$ cat config.mk
export PLATFORM = sky130hd
export DESIGN_NAME = md_unit
export DESIGN_NICKNAME = d
export VERILOG_FILES = /design/src/rtl/md_pkg.sv /design/src/rtl/md_div_core.sv /design/src/rtl/md_unit.sv
export SDC_FILE = /design/constraint.sdc
export NUM_CORES = 1
export LEC_CHECK = 0
export CORE_MARGIN = 2
export CORE_UTILIZATION = 30
export DETAILED_ROUTE_END_ITERATION = 7
export DONT_BUFFER_PORTS = 1
export PLACE_DENSITY = 0.49
export SLEW_MARGIN = 5
export SYNTH_ARGS = -nofsm -noshare
export SYNTH_HDL_FRONTEND = slang
export SYNTH_SLANG_ARGS = --single-unit
export TNS_END_PERCENT = 20
$ cat constraint.sdc
create_clock -name clk -period 3 [get_ports clk]
set_input_delay 0.15 -clock clk [delete_from_list [all_inputs] [get_ports clk]]
set_output_delay 0.15 -clock clk [all_outputs]
set_load 0.01 [all_outputs]
$ cat src/rtl/md_pkg.sv
// md_unit shared types: op codes, FSM states, divide-by-zero LO value.
// Build option: MD_FAST_MUL_EN selects a single-cycle multiplier in md_unit.
package md_pkg;

  typedef enum logic [1:0] {
    MD_MULT  = 2'b00,
    MD_MULTU = 2'b01,
    MD_DIV   = 2'b10,
    MD_DIVU  = 2'b11
  } md_op_e;

  typedef enum logic [1:0] {
    MD_IDLE = 2'b00,
    MD_ITER = 2'b01,
    MD_FIX  = 2'b10
  } md_state_e;

  localparam logic [31:0] MD_DIVZERO_LO = 32'hFFFFFFFF;

  function automatic logic md_is_signed(md_op_e op);
    return (op == MD_MULT) || (op == MD_DIV);
  endfunction

  function automatic logic md_is_div(md_op_e op);
    return (op == MD_DIV) || (op == MD_DIVU);
  endfunction

endpackage

$ cat src/rtl/md_div_core.sv
// Restoring divider datapath: one quotient bit per step on magnitudes.
// Quotient register starts as the dividend and shifts quotient bits in.
module md_div_core
  import md_pkg::*;
#(
  parameter int WIDTH = 32
) (
  input  logic             clk,
  input  logic             rst_n,
  input  logic             i_load,
  input  logic             i_step,
  input  logic [WIDTH-1:0] i_dividend,
  input  logic [WIDTH-1:0] i_divisor,
  output logic [WIDTH-1:0] o_quo,
  output logic [WIDTH-1:0] o_rem
);

  logic [WIDTH-1:0] r_quo;
  logic [WIDTH-1:0] r_rem;
  logic [WIDTH-1:0] r_dvs;
  logic [WIDTH:0]   w_part;
  logic [WIDTH:0]   w_diff;
  logic             w_ok;

  assign w_part = {r_rem, r_quo[WIDTH-1]};
  assign w_ok   = (w_part >= {1'b0, r_dvs});
  assign w_diff = w_part - {1'b0, r_dvs};

  always_ff @(posedge clk or negedge rst_n) begin
    if (!rst_n) begin
      r_quo <= '0;
      r_rem <= '0;
      r_dvs <= '0;
    end else if (i_load) begin
      r_quo <= i_dividend;
      r_rem <= '0;
      r_dvs <= i_divisor;
    end else if (i_step) begin
      r_quo <= {r_quo[WIDTH-2:0], w_ok};
      r_rem <= w_ok ? w_diff[WIDTH-1:0]
                    : w_part[WIDTH-1:0];
    end
  end

  assign o_quo = r_quo;
  assign o_rem = r_rem;

endmodule

$ cat src/rtl/md_unit.sv
// Iterative multiply/divide unit with HI/LO registers.
// Build option: MD_FAST_MUL_EN makes MULT/MULTU single-cycle.
module md_unit
  import md_pkg::*;
#(
  parameter int WIDTH = 32
) (
  input  logic             clk,
  input  logic             reset,
  input  logic             start,
  input  logic [1:0]       op,
  input  logic [WIDTH-1:0] rs_val,
  input  logic [WIDTH-1:0] rt_val,
  input  logic             mthi,
  input  logic             mtlo,
  input  logic [WIDTH-1:0] wdata,
  output logic             busy,
  output logic             done,
  output logic [WIDTH-1:0] hi,
  output logic [WIDTH-1:0] lo
);

  localparam int CNT_W = $clog2(WIDTH) + 1;

  md_state_e r_state;
  md_state_e w_state_nx;
  md_op_e    r_op;
  md_op_e    w_op;

  logic [CNT_W-1:0]   r_cnt;
  logic               r_neg;
  logic               r_rsign;
  logic               r_dz;
  logic               r_done;
  logic [WIDTH-1:0]   r_mcand;
  logic [WIDTH-1:0]   r_hi;
  logic [WIDTH-1:0]   r_lo;
  logic [2*WIDTH-1:0] r_acc;

  logic               w_load;
  logic               w_step;
  logic               w_fix;
  logic               w_fast;
  logic               w_sgn;
  logic               w_isdiv;
  logic               w_rdiv;
  logic [WIDTH-1:0]   w_amag;
  logic [WIDTH-1:0]   w_bmag;
  logic [WIDTH:0]     w_psum;
  logic [2*WIDTH-1:0] w_acc_init;
  logic [2*WIDTH-1:0] w_prod;
  logic [WIDTH-1:0]   w_quo;
  logic [WIDTH-1:0]   w_rem;
  logic [WIDTH-1:0]   w_qfix;
  logic [WIDTH-1:0]   w_rfix;

  assign w_op    = md_op_e'(op);
  assign w_sgn   = md_is_signed(w_op);
  assign w_isdiv = md_is_div(w_op);
  assign w_rdiv  = md_is_div(r_op);

  assign w_amag = (w_sgn && rs_val[WIDTH-1])
                ? -rs_val : rs_val;
  assign w_bmag = (w_sgn && rt_val[WIDTH-1])
                ? -rt_val : rt_val;

`ifdef MD_FAST_MUL_EN
  assign w_fast = !w_isdiv;
  assign w_acc_init = w_fast
    ? {{WIDTH{1'b0}}, w_amag} * {{WIDTH{1'b0}}, w_bmag}
    : {{WIDTH{1'b0}}, w_bmag};
`else
  assign w_fast     = 1'b0;
  assign w_acc_init = {{WIDTH{1'b0}}, w_bmag};
`endif

  always_ff @(posedge clk or negedge reset) begin
    if (!reset) r_state <= MD_IDLE;
    else        r_state <= w_state_nx;
  end

  always_comb begin
    w_state_nx = r_state;
    w_load     = 1'b0;
    w_step     = 1'b0;
    w_fix      = 1'b0;
    unique case (r_state)
      MD_IDLE: begin
        if (start) begin
          w_load     = 1'b1;
          w_state_nx = w_fast ? MD_FIX : MD_ITER;
        end
      end
      MD_ITER: begin
        w_step = 1'b1;
        if (r_cnt == CNT_W'(1)) w_state_nx = MD_FIX;
      end
      MD_FIX: begin
        w_fix      = 1'b1;
        w_state_nx = MD_IDLE;
      end
      default: w_state_nx = MD_IDLE;
    endcase
  end

  // Shift-add: low half holds the remaining multiplier bits.
  assign w_psum = {1'b0, r_acc[2*WIDTH-1:WIDTH]}
                + (r_acc[0] ? {1'b0, r_mcand} : '0);

  always_ff @(posedge clk or negedge reset) begin
    if (!reset) begin
      r_cnt   <= '0;
      r_op    <= MD_MULT;
      r_neg   <= 1'b0;
      r_rsign <= 1'b0;
      r_dz    <= 1'b0;
      r_mcand <= '0;
      r_acc   <= '0;
    end else if (w_load) begin
      r_cnt   <= CNT_W'(WIDTH);
      r_op    <= w_op;
      r_neg   <= w_sgn & (rs_val[WIDTH-1] ^ rt_val[WIDTH-1]);
      r_rsign <= w_sgn & rs_val[WIDTH-1];
      r_dz    <= (rt_val == '0);
      r_mcand <= w_amag;
      r_acc   <= w_acc_init;
    end else if (w_step) begin
      r_cnt <= r_cnt - CNT_W'(1);
      if (!w_rdiv) r_acc <= {w_psum, r_acc[WIDTH-1:1]};
    end
  end

  md_div_core #(
    .WIDTH(WIDTH)
  ) u_div (
    .clk       (clk),
    .rst_n     (reset),
    .i_load    (w_load & w_isdiv),
    .i_step    (w_step & w_rdiv),
    .i_dividend(w_amag),
    .i_divisor (w_bmag),
    .o_quo     (w_quo),
    .o_rem     (w_rem)
  );

  assign w_prod = r_neg ? -r_acc : r_acc;
  assign w_qfix = r_dz  ? WIDTH'(MD_DIVZERO_LO)
                : (r_neg ? -w_quo : w_quo);
  assign w_rfix = r_rsign ? -w_rem : w_rem;

  always_ff @(posedge clk or negedge reset) begin
    if (!reset) begin
      r_hi   <= '0;
      r_lo   <= '0;
      r_done <= 1'b0;
    end else begin
      r_done <= w_fix;
      if (w_fix) begin
        if (w_rdiv) begin
          r_hi <= w_rfix;
          r_lo <= w_qfix;
        end else begin
          r_hi <= w_prod[2*WIDTH-1:WIDTH];
          r_lo <= w_prod[WIDTH-1:0];
        end
      end else if (r_state == MD_IDLE && !start) begin
        if (mthi) r_hi <= wdata;
        if (mtlo) r_lo <= wdata;
      end
    end
  end

  assign busy = (r_state != MD_IDLE);
  assign done = r_done;
  assign hi   = r_hi;
  assign lo   = r_lo;

endmodule

Word level (Yosys, flattened, before mapping)
Index checks and enable logic that the tools add are counted.
{ "word_totals": {"regBits": 270, "input_bits": 103, "out_inout_bits": 66, "word_cells": 90} }
{ "classes": {"n_addsub": 8, "n_lt_le_gt_ge": 1, "n_eq_ne": 10, "mux": 32, "n_bitwise": 5, "n_reduce_logical": 20} }
{ "op_table": {"columns": ["cell", "count"], "rows": [
  ["two-way mux 32 bit", 19],
  ["two-way mux 64 bit", 4],
  ["negation 32 bit", 4],
  ["negation 64 bit", 1],
  ["adder 32 x 32 -> 33 bit", 1],
  [">= comparator 33 x 32 -> 1 bit", 1],
  ["logical NOT 32 bit", 1],
  ["subtractor 32 bit", 1],
  ["two-way mux 6 bit", 2],
  ["nonzero test 2 bit", 6],
  ["equality test 2 bit (second input constant)", 5],
  ["AND reduction 2 bit", 4],
  ["equality test 6 x 1 -> 1 bit (second input constant)", 1],
  ["!= test 2 bit (second input constant)", 3],
  ["subtractor 6 x 1 -> 6 bit (second input constant)", 1],
  ["AND 1 bit", 4],
  ["logical NOT 2 bit", 2],
  ["two-way mux 1 bit", 4],
  ["two-way mux 2 bit", 2],
  ["case mux 2 bit (2 select lines)", 1],
  ["logical AND 1 bit", 3],
  ["logical OR 1 bit", 3],
  ["equality test 2 x 1 -> 1 bit (second input constant)", 1],
  ["logical NOT 1 bit", 1],
  ["bitwise XOR 1 bit", 1]
]} }

Logic depth before layout (Yosys ltp)
{ "depth": {"depth_word": 5, "ltp_mapped": 14} }

By module
From an unflattened synthesis, not the netlist that was laid out.
{ "hier_totals": {"hier_cells": 2394, "area_unflattened_um2": 19633.8} }
{ "by_module_without_submodules": {"columns": ["mod", "instances", "cells_each", "area_each_um2", "seq_area_each_um2"], "rows": [
  ["md_unit", 1, 1695, 13506.7, 4329.2],
  ["md_div_core", 1, 699, 6127.1, 2402.3]
]} }

Least setup slack after synthesis
Ideal clock, no wire load.
{ "synth_timing": {"path_kind": "register to register", "from": "register u_div.r_rem[11], in the netlist u_div.o_rem[11]", "to": "register u_div.r_quo[0], in the netlist u_div.o_quo[0]", "arrival_time_ns": 3.130, "path_slack_ns": -0.264, "stages_incl_launch_ff": 13, "period_less_slack_ns": 3.264, "cell_sequence": "dfrtp_1 -> ha_1 -> clkbuf_1 -> a21oi_1 -> a31oi_1 -> a2111oi_0 -> o2111ai_1 -> a31o_2 -> a31oi_1 -> o211ai_1 -> clkbuf_1 -> nand2_1 -> o211ai_1"} }
{ "synth_between": {"elab_chain_cells": 3} }
{ "synth_rtl": {"columns": ["item", "line", "rtl"], "rows": [
  ["from (decl)", "md_div_core.sv:19", "logic [WIDTH-1:0] r_rem;"],
  ["from (signal assigned)", "md_div_core.sv:40", "r_rem <= w_ok ? w_diff[WIDTH-1:0]"],
  [">= comparator 33 x 32 -> 1 bit", "md_div_core.sv:26", "assign w_ok = (w_part >= {1'b0, r_dvs});"],
  ["two-way mux 32 bit", "md_div_core.sv:38", "end else if (i_step) begin"],
  ["two-way mux 32 bit", "md_div_core.sv:34", "end else if (i_load) begin"],
  ["to (signal assigned)", "md_div_core.sv:35", "r_quo <= i_dividend;"],
  ["to (signal assigned)", "md_div_core.sv:39", "r_quo <= {r_quo[WIDTH-2:0], w_ok};"],
  ["to (decl)", "md_div_core.sv:18", "logic [WIDTH-1:0] r_quo;"]
]} }
Every way passes these cells. The select of a mux whose other input is x is not followed.
A chain may end at the register's enable or synchronous reset.

Worst setup path in the final report
{ "layout_timing": {"from": "register u_div.r_rem[14], in the netlist u_div.o_rem[14]", "to": "register r_hi[27], in the netlist hi[27]"} }
{ "layout_between": {"elab_chain_cells": 4} }
{ "layout_rtl": {"columns": ["item", "line", "rtl"], "rows": [
  ["negation 32 bit", "md_unit.sv:149", "assign w_rfix = r_rsign ? -w_rem : w_rem;"],
  ["two-way mux 32 bit", "md_unit.sv:149", null],
  ["two-way mux 32 bit", "md_unit.sv:159", "if (w_rdiv) begin"],
  ["two-way mux 32 bit", "md_unit.sv:158", "if (w_fix) begin"],
  ["to (signal assigned)", "md_unit.sv:160", "r_hi <= w_rfix;"],
  ["to (signal assigned)", "md_unit.sv:163", "r_hi <= w_prod[2*WIDTH-1:WIDTH];"],
  ["to (signal assigned)", "md_unit.sv:167", "if (mthi) r_hi <= wdata;"],
  ["to (decl)", "md_unit.sv:36", "logic [WIDTH-1:0] r_hi;"]
]} }
Every way passes these cells.

==> results.sh <==
export IMPL_worst_pin_slew_ns=1.13
export IMPL_nets=2809
export IMPL_grt_max_degree=270
export IMPL_grt_pass1_wl_um=116000
export IMPL_busiest_layer="met2"
export IMPL_seq_power_share_pct=25.5
export IMPL_grt_pass1_vias=18600
export IMPL_fmax_ghz=0.337
export IMPL_critPathCaptureType="flop"
export IMPL_clock_skew_ns=0.0266
export IMPL_portBuffers=0
export IMPL_vias=19100
export IMPL_coreArea_um2=61900
export IMPL_syn_area_um2=18900
export IMPL_grt_usage_pct=23.7
export IMPL_placed_cells=3309
export IMPL_grt_setup_unrepaired="yes"
export IMPL_area_growth_pct=34.4
export IMPL_ys_seq_area_share_pct=35.6
export IMPL_initial_core_util_pct=30.5
export IMPL_n_antenna_cell=0
export IMPL_wirelength_um=79600
export IMPL_ios=169
export IMPL_setup_viol_count_final=0
export IMPL_postSynthAreaPerCell_um2=8.26
export IMPL_grt_met3_usage_pct=6.21
export IMPL_clk_pin_slew_ns=0.06
export IMPL_synth_edf_count=0
export IMPL_p_switching_uw=8300
export IMPL_die_area_um2=65000
export IMPL_post_route_period_util_pct=98.9
export IMPL_ant_nets=0
export IMPL_fp_row_count=91
export IMPL_met1_usage_pct=31.7
export IMPL_slew_violations=0
export IMPL_period_needed_ns=2.97
export IMPL_cts_buffers=34
export IMPL_yosys_warnings=0
export IMPL_relSlewSlack_pct=24.8
export IMPL_drive_gt1_share_pct=22.1
export IMPL_finalNonFillerCells=3491
export IMPL_clock_latency_ns=0.56
export IMPL_dieWidth_um=255
export IMPL_grtUsageMet2_pct=36.8
export IMPL_final_hold_viol_count=269
export IMPL_cp_slowest_cell="or4_1"
export IMPL_slowest_delay_ns=0.54
export IMPL_drt_iter0_markers=1553
export IMPL_critPathArrivalTime_ns=3.39
export IMPL_p_comb_share_pct=52.8
export IMPL_hp_class="primary input to asynchronous set/reset pin"
export IMPL_violations="negative hold slack"
export IMPL_dp_hpwl_um=60100
export IMPL_async_flop_share_pct=100
export IMPL_outcome="finished, violations left"
export IMPL_fin_ws_ns=0.0326
export IMPL_n_fill_cell=6231
export IMPL_routed_via_density=5.48
export IMPL_dpl_worst_slack_ns=-0.228
export IMPL_ctsHtreeMaxLevel=2
export IMPL_criticalPathCategory="flop to flop"
export IMPL_placed_cell_area_um2=21900
export IMPL_drt_pass1_iterations=7
export IMPL_holdWs_ns=-0.663
export IMPL_cp_required_ns=3.42
export IMPL_gp_congestion=0.939
export IMPL_grt_ovfl_total=0
export IMPL_synth_cell_types=71
export IMPL_cap_violations=0
export IMPL_synth_cells=2288
export IMPL_ctsHoldBuffers=100
export IMPL_start_kind="flop"
export IMPL_antenna_found_initial=4
export IMPL_die_h_um=255
export IMPL_root_buffer="clkbuf_16"
export IMPL_cts_tree="done"
export IMPL_crit_fanout=4
export IMPL_clock_power_share_pct=21.8
export IMPL_crit_chain="buf_4, or4_1, or4_4, nor2_1, nand2_1, o21ai_1, xor2_1, o22ai_1, a31oi_1, o31ai_1"
export IMPL_cts_sinks=269
export IMPL_switching_share_pct=40.7
export IMPL_synthFlopType="dfrtp_1"
export IMPL_synth_net_count=2464
export IMPL_wire_per_inst_um=22.8
export IMPL_cts_buffer_depth=3
export IMPL_internal_power_uw=12100
export IMPL_synth_seq_cells=269
export IMPL_final_area_um2=25400
export IMPL_ir_worst_vdd_uv=328
export IMPL_p_leak_uw=0.0109
export IMPL_power_density_nw_per_um2=803
export IMPL_route_detailed_drc=0
[repair_timing]
item                                   CTS  global route
setup endpoints to repair               54            83
pin swaps                               17            65
endpoints found under the hold margin  460           269
cloned                                   1             4
gates resized for setup                 48           191
buffers inserted                        13             9
[Yosys cell counts (18+ instances only)]
library cell / number / area [um2]
dfrtp_1: 269 / 6730
nor3_1: 31 / 155
o41ai_1: 27 / 236
nor4_1: 20 / 125
a221oi_1: 28 / 245
nand3_1: 61 / 305
o22ai_1: 18 / 113
a22oi_1: 40 / 300
a21oi_1: 163 / 816
or4_1: 28 / 210
inv_1: 71 / 267
and2_1: 38 / 238
nand2b_1: 24 / 150
ha_1: 71 / 888
xor2_1: 120 / 1050
and3_1: 49 / 307
mux2i_1: 32 / 320
nand2_1: 321 / 1200
clkbuf_1: 122 / 458
a21o_1: 27 / 203
xnor2_1: 103 / 902
o21ai_0: 273 / 1370
o31ai_1: 43 / 323
nor2_1: 100 / 375
or3_1: 25 / 156
[layer usage]
| metal | share of wire, % | up-vias | wire length (um) |
|---|---|---|---|
| met2 | 44 | 631 | 35100 |
| met1 | 45 | 9422 | 35500 |
| met3 | 7.9 | 119 | 6310 |
| met4 | 3.2 | 8 | 2580 |
| met5 | 0.065 | - | 52 |
| li1 | - | 8947 | - |
[power by group through the flow]
stage          registers [uW]  clock network [uW]  logic, uW
3_5_place_dp             5120                   0       9340
3_3_place_gp             5100                   0       9260
4_1_cts                  5080                4530       9920
6_report                 5190                4440      10800
2_1_floorplan            5120                   0       5240
5_1_grt                  5260                4660      11600
[placed cells by master (no fill, tap or decap), drive strengths merged, types with 48 or more instances in the layout]
cell type	instances
dfrtp	269
nand2	321
buf	333
xnor2	103
ha	71
a21oi	163
inv	72
xor2	120
nor2	100
and3	50
nand3	61
o21ai	274
dlygate4sd3	100
clkbuf	48
[through the flow]
step	power (uW)	hold WS [ns]	util, %	setup TNS [ns]
finish	20400	-0.663	41.0	0
global route	21600	-0.685	41.0	-1.47
CTS	19500	-0.695	39.5	-0.256
detailed placement	14500	-0.113	35.4	-4.06
global placement	14400	-0.111	35.4	-3.97
floorplan	10400	-0.146	-	-0.222
[worst max-delay path, delay by kind of cell, from the launching register on]
| kind | cells | cell delay (ns) |
|---|---|---|
| AND/OR/NAND/NOR | 4 | 1.31 |
| AO/OA/AOI/OAI | 4 | 0.59 |
| flip-flops | 1 | 0.44 |
| XOR/XNOR | 1 | 0.33 |
| buffers and inverters | 1 | 0.19 |
[registers in the layout (all words and copies together) (netlist names)]
name	cells
r_rsign	1
u_div.o_rem	32
r_neg	1
u_div.r_dvs	32
r_dz	1
hi	32
r_cnt	6
done	1
u_div.o_quo	32
r_state	2
lo	32
r_mcand	32
r_acc	64
r_op	1
[kinds of logic after synthesis]
| kind of cell | share of synthesized area (%) |
|---|---|
| fa+ha+maj | 4.91 |
| xor+xnor | 10.3 |
| compound gates | 24.0 |
| flops | 35.6 |
| mux | 1.75 |
| buf+inv | 3.99 |
| simple gates | 19.4 |
[final timing paths]
check | from | endpoint | slack (ns) | cells after the start
setup / recovery | u_div.o_rem[14]$_DFFE_PN0P_ | hi[27]$_DFFE_PN0P_ | 0.03 | 10
hold / removal | reset | u_div.r_dvs[19]$_DFFE_PN0P_ | -0.66 | 0
setup reg to reg | u_div.o_rem[14]$_DFFE_PN0P_ | hi[27]$_DFFE_PN0P_ | 0.03 | 10
hold reg to reg | r_mcand[6]$_DFFE_PN0P_ | r_mcand[6]$_DFFE_PN0P_ | 0.47 | 2
max in group asynchronous | reset | r_neg$_DFFE_PN0P_ | 3.11 | 0
min in group clk | op[0] | u_div.o_quo[31]$_DFFE_PN0P_ | 0.01 | 3
[area by class of cell]
class	count	area [um2]	area share, %
Tap cell	837	1050	4.12
Inverter	73	274	1.08
Timing Repair Buffer	436	3690	14.5
Clock inverter	12	225	0.887
Clock buffer	45	942	3.71
Multi-Input combinational cell	1819	12500	49.1
Sequential cell	269	6740	26.5
Power figures use the tool's default switching activity.
